<file path="src/rtl/pipe_stage_skid_reg.sv">
// Elastic pipeline register with valid/ready on both sides and a 2-entry skid buffer.
// Handshake outputs depend only on held state, freeze and flush, never on the opposite side.
module pipe_stage_skid_reg #(
  parameter int                 WIDTH       = 64,
  parameter logic [WIDTH-1:0]   FLUSH_VALUE = {WIDTH{1'b0}},
  parameter int                 CNT_W       = 16
) (
  input  logic              clk,
  input  logic              rst,
  input  logic              freeze,
  input  logic              flush,
  input  logic              in_valid,
  output logic              in_ready,
  input  logic [WIDTH-1:0]  in_data,
  output logic              out_valid,
  input  logic              out_ready,
  output logic [WIDTH-1:0]  out_data,
  output logic [1:0]        occupancy,
  output logic [CNT_W-1:0]  stall_count
);

  typedef enum logic [1:0] {
    ST_EMPTY = 2'd0,
    ST_ONE   = 2'd1,
    ST_FULL  = 2'd2
  } state_e;

  localparam logic [CNT_W-1:0] STALL_MAX = {CNT_W{1'b1}};
  localparam logic [CNT_W-1:0] STALL_ONE = {{(CNT_W-1){1'b0}}, 1'b1};

  state_e             state_q, state_d;
  logic [WIDTH-1:0]   main_q, main_d;
  logic [WIDTH-1:0]   skid_q, skid_d;
  logic [CNT_W-1:0]   stall_q, stall_d;
  logic               push_s, pop_s, stall_evt_s;

  // Handshake gating and status decode
  always_comb begin
    in_ready    = !freeze && !flush && (state_q != ST_FULL);
    out_valid   = !freeze && !flush && (state_q != ST_EMPTY);
    push_s      = in_valid && in_ready;
    pop_s       = out_valid && out_ready;
    out_data    = main_q;
    stall_count = stall_q;
    stall_evt_s = freeze || ((state_q != ST_EMPTY) && !out_ready);
    case (state_q)
      ST_EMPTY: occupancy = 2'd0;
      ST_ONE:   occupancy = 2'd1;
      ST_FULL:  occupancy = 2'd2;
      default:  occupancy = 2'd0;
    endcase
  end

  // Next state of the entry pair: freeze wins over flush, flush over normal traffic
  always_comb begin
    state_d = state_q;
    main_d  = main_q;
    skid_d  = skid_q;
    if (freeze) begin
      state_d = state_q;
    end else if (flush) begin
      state_d = ST_EMPTY;
      main_d  = FLUSH_VALUE;
      skid_d  = FLUSH_VALUE;
    end else begin
      case (state_q)
        ST_EMPTY: begin
          if (push_s) begin
            state_d = ST_ONE;
            main_d  = in_data;
          end else begin
            state_d = ST_EMPTY;
          end
        end
        ST_ONE: begin
          if (push_s && pop_s) begin
            main_d = in_data;
          end else if (push_s) begin
            state_d = ST_FULL;
            skid_d  = in_data;
          end else if (pop_s) begin
            state_d = ST_EMPTY;
          end else begin
            state_d = ST_ONE;
          end
        end
        ST_FULL: begin
          // The skid entry only ever reaches the output by moving into main
          if (pop_s) begin
            state_d = ST_ONE;
            main_d  = skid_q;
          end else begin
            state_d = ST_FULL;
          end
        end
        default: begin
          state_d = ST_EMPTY;
          main_d  = FLUSH_VALUE;
          skid_d  = FLUSH_VALUE;
        end
      endcase
    end
  end

  // Saturating stall counter, survives flush
  always_comb begin
    if (stall_evt_s && (stall_q != STALL_MAX)) begin
      stall_d = stall_q + STALL_ONE;
    end else begin
      stall_d = stall_q;
    end
  end

  // State and entry registers
  always_ff @(posedge clk or posedge rst) begin
    if (rst) begin
      state_q <= ST_EMPTY;
      main_q  <= FLUSH_VALUE;
      skid_q  <= FLUSH_VALUE;
      stall_q <= {CNT_W{1'b0}};
    end else begin
      state_q <= state_d;
      main_q  <= main_d;
      skid_q  <= skid_d;
      stall_q <= stall_d;
    end
  end

endmodule

</file>
<file path="config.mk">
export PLATFORM = sky130hd
export DESIGN_NAME = pipe_stage_skid_reg
export DESIGN_NICKNAME = d
export VERILOG_FILES = /design/src/rtl/pipe_stage_skid_reg.sv
export SDC_FILE = /design/constraint.sdc
export NUM_CORES = 1
export LEC_CHECK = 0
export BUFFER_PORTS_ARGS = -buffer_cell sky130_fd_sc_hd__clkbuf_2
export CAP_MARGIN = 30
export CORE_AREA = 10 10 147 108
export CTS_BUF_LIST = sky130_fd_sc_hd__clkbuf_8 sky130_fd_sc_hd__clkbuf_16
export DETAILED_ROUTE_END_ITERATION = 10
export DIE_AREA = 0 0 157 118
export PLACE_DENSITY = 0.85
export SLEW_MARGIN = 25
export SYNTH_ARGS = -nofsm -noshare
export SYNTH_HDL_FRONTEND = slang
export SYNTH_SLANG_ARGS = --single-unit
export TNS_END_PERCENT = 10
</file>
<file path="constraint.sdc">
create_clock -name clk -period 6.5 [get_ports clk]
set_input_delay 1.3 -clock clk [delete_from_list [all_inputs] [get_ports clk]]
set_output_delay 1.3 -clock clk [all_outputs]
set_load 0.05 [all_outputs]
</file>
* After elaboration in Yosys (flattened, before gate mapping) *
Cells that the tools add are included.

cells by class
  $add $sub $neg = 1
  eq/ne operators = 10
  muxes and demuxes = 16
  bitwise gates (word level) = 1
  reductions and logical operators = 18

operator list
  operator                                                                  count
  64-bit two-way mux                                                        6
  64-bit one-hot mux with 3 select lines                                    1
  64-bit one-hot mux with 2 select lines                                    1
  16-bit by 1-bit adder with 16-bit output (second input constant)          1
  16-bit inequality test (second input constant)                            1
  3-bit inequality test (second input constant)                             5
  1-bit logical AND                                                         8
  2-bit two-way mux                                                         4
  4-bit AND reduction                                                       2
  2-bit one-hot mux with 3 select lines                                     1
  2-bit one-hot mux with 2 select lines                                     1
  1-bit logical NOT                                                         3
  2-bit by 1-bit == test with 1-bit output (second input constant)          1
  2-bit == test (second input constant)                                     1
  2-bit logical NOT                                                         1
  1-bit two-way mux                                                         2
  2-bit by 1-bit inequality test with 1-bit output (second input constant)  1
  2-bit inequality test (second input constant)                             1
  2-bit AND reduction                                                       1
  2-bit nonzero test                                                        1
  2-bit OR reduction                                                        1
  1-bit logical OR                                                          1
  1-bit NOT                                                                 1

storage, ports and cells
  flip-flop bits (word level) = 146
  word-level logic and storage cells = 50

* Depth between registers and ports, before layout *
Gate-level depths: netlist of the first run.

  word-level depth = 9
  depth in mapped cells = 7

* Worst setup path before layout of the first run *
OpenSTA, ideal clock, no wires.

  path type = input to output
  start = in flush
  end = out in_ready
  arrival time = 2561 ps
  data required time = 5200 ps
  path slack = 2639 ps
  cell stages on the path = 2
  path buffers = 1
  cell sequence = buf_2 nor3_1

on the way
  longest elaborated chain between the ends = 3

RTL lines
  item                             RTL line  source
  start: declaration               11        input logic flush,
  1-bit logical NOT                39        in_ready = !freeze && !flush && (state_q != ST_FULL);
  1-bit logical AND (2 in series)  39
  end: declaration                 13        output logic in_ready,

No other way between the ends.

* Worst setup path in the final report of the first run *
  start = reg state_q[1]
  end = out occupancy[1]

on the way
  longest elaborated chain between the ends = 2
  elaborated cells on any way between the ends = 3
  those cells by class = 2 x eq/ne; 1 x mux

RTL lines
  item                                                                              RTL line  source
  start: declaration                                                                31        state_e state_q, state_d;
  start signal: assignment                                                          122       state_q <= state_d;
  2-bit == test / 2-bit by 1-bit == test with 1-bit output (equally long branches)  46        case (state_q)
  2-bit one-hot mux with 2 select lines *                                           46
  end: declaration                                                                  18        output logic [1:0] occupancy,

Every way passes the cells marked *; elsewhere a longest branch is shown, timed or not.

==> flow_summary_export.csv, run 1 <==
group,metric,value,unit
timing,grt_setup_unrepaired,"false",
flow_run,max_cap_viol_count,0,
yosys,syn-num-nets,670,
yosys,ys_types,43,
floorplanning,start_util,54.5,%
yosys,yosysSeqAreaShare,51.6,%
clocking,clk_latency,0.41,ns
critical_path,path_class,"flop to primary output",
grt,grt-ovfl-total,0,
floorplanning,core-area,0.0130,mm2
cells_and_area,drive_above_1_share,36.2,%
yosys,ys_ff_latch,146,
floorplanning,die_h,118,um
clocking,cts_made_buffers,17,
timing,fmaxAchievable,235,MHz
timing,setup_viol,0,
grt,grt.total_usage,20.2,%
critical_path,crit_arrival,2.96,ns
grt,grt_pass1_wl,30500,um
yosys,synth_area_per_cell,11.8,um2
floorplanning,row_count,35,
grt,antenna_found_initial,0,
power,power_density,331,mW/mm2
clocking,cts.clk_slew.worst_paths,0.06,ns
routing,wl,19100,um
routing,via_per_inst,6.02,
cells_and_area,layout.nets,794,
yosys,synth_top_flop_cell,"dfrtp_1",
grt,grt_pass1_vias,5686,
yosys,async_reset_ff_share,100,%
routing,drt_iter0_drc,465,
yosys,yosysWarnings,0,
timing,worst_pin_slew,0.994,ns
outcome,status,"completed",
clocking,clock_path_buffers,2,
routing,drtPass1Iterations,5,
floorplanning,ios,154,
timing,layout_min_cycle_time,4.26,ns
cells_and_area,area_delta_synth_final,20.9,%
grt,grt_max_degree,93,
placement,portBuffers,153,
clocking,clock-root-buffer,"clkbuf_16",
placement,gp_congestion,0.830,
clocking,cts_setup_buffers,0,
timing,fin_tns_setup,0,ns
routing,post_drt_wl_per_cell,21.1,um
power,leakage,0.00442,uW
yosys,synth_area,0.00709,mm2
clocking,clkSinkCount,146,
critical_path,timing.critical_path.required,5.20,ns
yosys,synth_edf_count,0,
floorplanning,die_x,157,um
clocking,cts_tree,"yes",
placement,dp_hpwl,12800,um
routing,antenna_left,0,
floorplanning,die_area,0.0185,mm2
timing,period_share,65.6,%
routing,drcViolationCount,0,
clocking,cts.repair.resized,0,
cells_and_area,antenna_cells,0,
cells_and_area,fin_area,0.00857,mm2
clocking,h-tree-depth,4,
critical_path,ff2ff_path_depth,6,
placement,post_dp_cell_area,0.00783,mm2
routing,vias,5425,
clocking,holdBufCountCts,0,
critical_path,end_kind,"primary output",
timing,hold_viol,0,
timing,fin_skew,0.00921,ns
power,peakVddDrop,0.203,mV
min_path,hold_path.class,"flop to flop",
critical_path,cp-start-kind,"flop",
yosys,syn_inst,599,
min_path,holdPathStages,2,
critical_path,r2r_slack,2.60,ns
cells_and_area,final.fill_count,948,
timing,slew_violations,0,
critical_path,crit_fanout,44,
timing,relSlewSlack,33.6,%
worst paths after layout:
kind | end | start
min reg2reg | skid_q[60] | skid_q[60]
max in group asynchronous | skid_q[49] | rst
min | skid_q[60] | skid_q[60]
max | occupancy[1] | state_q[1]
max reg2reg | out_data[27] | state_q[1]
min in group asynchronous | out_data[15] | rst
where the power goes:
group	switching (uW)	leakage (uW)	internal (uW)
Combinational	456	0.00213	185
Sequential	91.3	0.00197	1010
Clock	384	0.000315	717
cell usage in the layout (no fill, tap or decap), types with 5 or more instances in the layout:
master and n:
clkbuf_2 153, dfrtp_1 145, nand2_1 73, inv_1 66
a2bb2oi_1 64, o2bb2ai_1 54, o41ai_2 49, clkbuf_16 17
o41ai_1 15, xnor2_1 11, o2bb2ai_2 10, nor2_1 7
bufinv_16 6, buf_4 6, xor2_1 5
cell families (layout without fill, tap and decap cells):
logic type      count (synthesis)  in the layout  share of synthesized area (%)
compound gates                205            205                           31.5
flops                         146            146                           51.6
buf+inv                       125            261                           7.86
simple gates                  105            105                           6.76
xor+xnor                       16             16                           1.98
fa+ha+maj                       1              1                          0.177
mux                             1              1                          0.212
Yosys cell counts, drive strengths merged, types with 4 or more instances:
| library cell | count | share of area, % |
|---|---|---|
| o41ai | 64 | 13 |
| o21ai | 4 | 0.49 |
| nand3 | 4 | 0.28 |
| inv | 67 | 3.5 |
| nand4 | 4 | 0.44 |
| clkbuf | 22 | 1.2 |
| xor2 | 5 | 0.62 |
| nor2 | 7 | 0.37 |
| dfrtp | 146 | 52 |
| nand2 | 74 | 4.0 |
| a2bb2oi | 64 | 7.9 |
| xnor2 | 11 | 1.4 |
| o2bb2ai | 64 | 8.8 |
| nor3 | 4 | 0.28 |
| buf | 36 | 3.1 |
metal layers:
| layer | vias to the layer above | share of wire [%] | GRT usage, % |
|---|---|---|---|
| met1 | 2730 | 44 | 27.2 |
| met5 | - | 0 | 0 |
| li1 | 2453 | - | - |
| met3 | 14 | 8.8 | 6.72 |
| met4 | 0 | 0.80 | 4.71 |
| met2 | 228 | 47 | 30.8 |
metrics by stage:
step                      worst slack, ns  utilization (%)  cells  hold WS (ns)  power, uW
after global routing                 2.13             65.9    901         0.499       2940
after floorplan                      1.28                -    599         0.444       1580
after global placement               2.79             60.2    867         0.456       1720
after detailed placement             2.69             60.2    867         0.465       1740
after CTS                            2.26             65.3    898         0.484       2840
final                                2.24             65.9    901         0.481       2840
critical path, stage by stage (launching register included):
cell	delay, ns
dfrtp_4	0.79
nor2b_4	0.91
buf_4	0.47
clkbuf_2	0.35
state kept, by name (all words and copies together) (netlist names):
name and cells:
skid_q 64, state_q 2, out_data 64, stall_count 16
layout make-up:
type | instances | area, um2 | area share (%)
timing repair buffer | 163 | 892 | 10.4
multi-input combinational | 328 | 2890 | 33.8
clock buffer | 17 | 425 | 4.97
sequential | 146 | 3660 | 42.7
inverter | 67 | 256 | 2.99
clock inverter | 14 | 235 | 2.75
tap | 166 | 208 | 2.42
(Power assumes the default switching activity.)
==> run 2: changes to the inputs <==
- CORE_AREA: 10 10 147 108 -> 10 10 155 114
- DIE_AREA: 0 0 157 118 -> 0 0 165 124
- PLACE_DENSITY: 0.85 -> 0.8
- clock period: 6.5 -> 3.85 ns (I/O delays scaled with it)
==> flow_summary_export.csv, run 2 (synthesized netlist as in run 1, its figures left out) <==
group,metric,value,unit
outcome,status,"completed",
cells_and_area,layout_commonest_cell,"clkbuf_2",
timing,layout_min_cycle_time,2.75,ns
floorplanning,ios,154,
critical_path,path_buf_inv,1,
power,internal_power,3040,uW
grt,grt_max_degree,83,
critical_path,crit_arrival,1.98,ns
floorplanning,die_h,124,um
routing,drtPass1Iterations,4,
routing,via_per_inst,5.77,
placement,gp_congestion,0.814,
timing,slew_violations,0,
placement,dp_hpwl,12300,um
critical_path,ff2ff_path_depth,5,
critical_path,end_kind,"primary output",
placement,portBuffers,153,
power,p_sw,1550,uW
cells_and_area,final_cells,933,
cells_and_area,drive_above_1_share,36.1,%
timing,fin_skew,0.0117,ns
timing,relSlewSlack,36.1,%
power,clkPwrFrac,36.4,%
min_path,hold_path.class,"input port to async pin",
critical_path,crit_fanout,58,
power,power_density,538,mW/mm2
clocking,cts.repair.resized,0,
critical_path,cp-start-kind,"flop",
clocking,clk_latency,0.41,ns
critical_path,critPathMaxStageDelay,0.89,ns
power,leakage,0.00440,uW
critical_path,worst_r2r_endpoint,"out_data[1]",
timing,fmaxAchievable,364,MHz
routing,antenna_left,0,
floorplanning,start_util,48.8,%
critical_path,path_delay_family,"flip-flops",
clocking,cts_made_buffers,17,
cells_and_area,layout.nets,795,
critical_path,cp-startpoint,"state_q[1]",
routing,wl,18400,um
routing,vias,5380,
timing,hold_viol,0,
critical_path,timing.critical_path.required,3.08,ns
clocking,cts.clk_slew.worst_paths,0.06,ns
grt,grt_pass1_vias,5695,
timing,fin_tns_setup,0,ns
floorplanning,die_x,165,um
critical_path,r2r_slack,1.22,ns
cells_and_area,area_delta_synth_final,20.5,%
flow_run,max_cap_viol_count,0,
critical_path,path_class,"flop to primary output",
clocking,cts_tree,"yes",
routing,drcViolationCount,0,
clocking,clkSinkCount,146,
grt,grt-ovfl-total,0,
timing,grt_setup_unrepaired,"false",
clocking,cts_setup_buffers,0,
grt,grt.total_usage,18.3,%
timing,setup_viol,0,
clocking,holdBufCountCts,0,
power,peakVddDrop,0.300,mV
timing,worst_slack,1.10,ns
critical_path,r2r_start,"state_q[1]",
routing,post_drt_wl_per_cell,19.7,um
floorplanning,core-area,0.0145,mm2
floorplanning,row_count,37,
power,p_seq_share,40.3,%
routing,drt_iter0_drc,393,
power,swShare,33.8,%
power,power.share.combinational,23.3,%
clocking,clock_path_buffers,2,
grt,antenna_found_initial,1,
clocking,clock-root-buffer,"clkbuf_16",
placement,pre_cts_ws,1.21,ns
floorplanning,die_area,0.0205,mm2
critical_path,cp_cell_sequence,"nor2b_4 -> clkbuf_2",
timing,worst_pin_slew,0.958,ns
placement,placed_cells,900,
critical_path,path_depth,2,
grt,grt_pass1_wl,30200,um
cells_and_area,final_cell_mix,"clkbuf_2, dfrtp_1, nand2_1",
timing,period_share,71.3,%
critical_path,cp_slowest_cell,"dfrtp_4",
clocking,h-tree-depth,4,
[run 2: power by group through the flow]
stage / Sequential, uW / Clock, uW / Combinational [uW]
floorplan: 2200 / 0 / 458
global placement: 1860 / 0 / 1050
detailed placement: 1870 / 0 / 1080
CTS: 1850 / 1710 / 1080
global route: 1870 / 1790 / 1150
finish: 1850 / 1670 / 1070
[run 2: cell type report]
| type | count | area (um2) |
|---|---|---|
| Fill cell | 1188 | 6000 |
| Sequential cell | 146 | 3660 |
| Multi-Input combinational cell | 328 | 2890 |
| Timing Repair Buffer | 164 | 886 |
| Clock buffer | 18 | 439 |
| Inverter | 67 | 255 |
| Tap cell | 195 | 244 |
| Clock inverter | 14 | 164 |
| Antenna cell | 1 | 2.50 |
[run 2: layer usage]
layer | vias up | routed length [um] | GRT usage, %
met3 | 26 | 1190 | 4.62
met4 | 0 | 281 | 6.46
met1 | 2722 | 8090 | 24.0
li1 | 2455 | - | -
met5 | - | 0 | 0
met2 | 177 | 8840 | 29.0
[run 2: worst max-delay path by stage]
stage,endpoint,slack [ns]
after floorplan,in_ready,0.82
after global placement,out_data[11],1.28
after detailed placement,out_data[4],1.21
after CTS,occupancy[1],1.06
after global routing,occupancy[1],0.99
final,occupancy[1],1.10
[run 2: worst register-to-register path: stages (launching register included)]
cell and delay [ns]:
dfrtp_4 0.89, nor2b_4 0.35, a21oi_2 0.11, nand2_2 0.59, buf_4 0.42, o2bb2ai_1 0.14
[run 2: stage by stage]
step	hold slack, ns	power, uW	instance area, um2	util [%]
floorplan	0.444	2660	7090	-
global placement	0.457	2910	7910	54.4
detailed placement	0.464	2950	7930	54.6
CTS	0.258	4640	8540	58.7
global route	0.263	4810	8540	58.7
finish	0.273	4600	8540	58.7
==> run 3: changes to the inputs <==
- clock period: 3.85 -> 2.5 ns (I/O delays scaled with it)
==> flow_summary_export.csv, run 3 (synthesized netlist as in run 1, its figures left out) <==
group,metric,value,unit
cells_and_area,final_cell_mix,"clkbuf_2, dfrtp_1, nand2_1",
placement,portBuffers,153,
power,leakage,0.00446,uW
floorplanning,start_util,48.8,%
critical_path,cp-startpoint,"state_q[0]",
floorplanning,die_x,165,um
grt,antenna_found_initial,1,
clocking,clkSinkCount,146,
grt,use_met3,5.64,%
cells_and_area,layout.nets,799,
critical_path,critPathMaxStageDelay,0.51,ns
outcome,status,"completed",
placement,gp_congestion,0.861,
timing,fin_tns_setup,0,ns
timing,period_share,93.2,%
critical_path,r2r_slack,0.54,ns
critical_path,end_kind,"primary output",
power,peakVddDrop,0.451,mV
critical_path,path_class,"flop to primary output",
cells_and_area,area_delta_synth_final,22.2,%
timing,fmaxAchievable,429,MHz
clocking,clock-root-buffer,"clkbuf_16",
placement,dp_hpwl,12500,um
critical_path,ff2ff_path_depth,6,
critical_path,cp_cell_sequence,"nor2b_4 -> buf_4 -> buf_12",
min_path,holdPathStages,3,
timing,setup_viol,0,
critical_path,crit_fanout,41,
routing,post_drt_wl_per_cell,20.1,um
placement,pre_cts_ws,0.469,ns
timing,relSlewSlack,55.0,%
timing,hold_viol,0,
critical_path,path_buf_inv,2,
critical_path,path_delay_family,"buffers and inverters",
floorplanning,die_h,124,um
timing,slew_violations,0,
cells_and_area,layout_commonest_cell,"clkbuf_2",
grt,grt-ovfl-total,0,
flow_run,max_cap_viol_count,0,
routing,via_per_inst,5.77,
grt,use_met1,23.6,%
routing,drcViolationCount,0,
clocking,clk_latency,0.42,ns
clocking,cts.clk_slew.worst_paths,0.06,ns
clocking,h-tree-depth,4,
critical_path,endpoint,"occupancy[1]",
grt,grt.total_usage,18.7,%
clocking,cts_tree,"yes",
floorplanning,row_count,37,
grt,grt_pass1_vias,5755,
timing,fin_skew,0.00492,ns
min_path,hold_path.class,"input port to flop",
timing,worst_slack,0.171,ns
power,power_density,834,mW/mm2
cells_and_area,drive_above_1_share,36.3,%
floorplanning,die_area,0.0205,mm2
critical_path,cp_slowest_cell,"dfrtp_1",
clocking,cts.repair.resized,0,
routing,drtPass1Iterations,5,
floorplanning,ios,154,
critical_path,timing.critical_path.required,2.00,ns
routing,drt_iter0_drc,461,
routing,vias,5402,
grt,grt_max_degree,129,
routing,antenna_left,0,
timing,layout_min_cycle_time,2.33,ns
critical_path,path_depth,3,
critical_path,crit_arrival,1.83,ns
routing,wl,18800,um
clocking,clock_path_buffers,2,
clocking,cts_made_buffers,17,
timing,whs,0.347,ns
cells_and_area,post-route-util,59.6,%
critical_path,cp-start-kind,"flop",
grt,grt.busiest_layer,"met2",
timing,worst_pin_slew,0.675,ns
grt,grt_pass1_wl,30600,um
timing,grt_setup_unrepaired,"false",
critical_path,worst_r2r_endpoint,"out_data[46]",
grt,grt_util_met2,30.6,%
floorplanning,core-area,0.0145,mm2
critical_path,r2r_start,"state_q[0]",
==> run 3: worst min path at each step <==
stage                            from           to  slack (ns)
after global routing      in_data[30]   skid_q[30]        0.34
after global placement            rst  out_data[0]        0.41
after detailed placement          rst  out_data[0]        0.41
final                     in_data[39]   skid_q[39]        0.35
after floorplan            skid_q[63]   skid_q[63]        0.44
after CTS                 in_data[39]   skid_q[39]        0.33
==> run 3: worst reg2reg max path, stage by stage (launching register included) <==
cell and delay, ns:
dfrtp_1 0.58, nand2b_1 0.12, a21oi_1 0.21, a21oi_2 0.08, nand2_2 0.40, buf_12 0.32
o2bb2ai_1 0.14
==> run 3: timing repair <==
action                    in CTS  in global routing
hold endpoints to repair       1                  0
buffers inserted               0                  0
hold buffers                   1                  0
==> run 3: power by group <==
part           total, uW  switching, uW  internal, uW
Combinational       1680           1190           496
Clock               2700            966          1730
Sequential          2840            223          2620
==> run 3: layout make-up <==
type / instances / area [um2]
diodes: 1 / 2.50
clock buffers: 20 / 467
clock inverters: 12 / 163
fillers: 1164 / 5870
inverters: 67 / 255
multi-input cells: 328 / 2890
flip-flops and latches: 146 / 3660
well taps: 195 / 244
repair buffers: 168 / 983
==> run 3: routing by layer <==
metal	share of wire, %	wire length, um
met5	0	0
met4	1.3	242
met3	6.1	1160
met2	49	9200
met1	44	8230
==> run 3: stage by stage <==
| stage | total power [uW] | area, um2 | instances |
|---|---|---|---|
| finish | 7220 | 8660 | 937 |
| global route | 7520 | 8660 | 937 |
| CTS | 7290 | 8660 | 936 |
| detailed placement | 4570 | 8020 | 903 |
| global placement | 4510 | 8020 | 903 |
| floorplan | 4100 | 7090 | 599 |
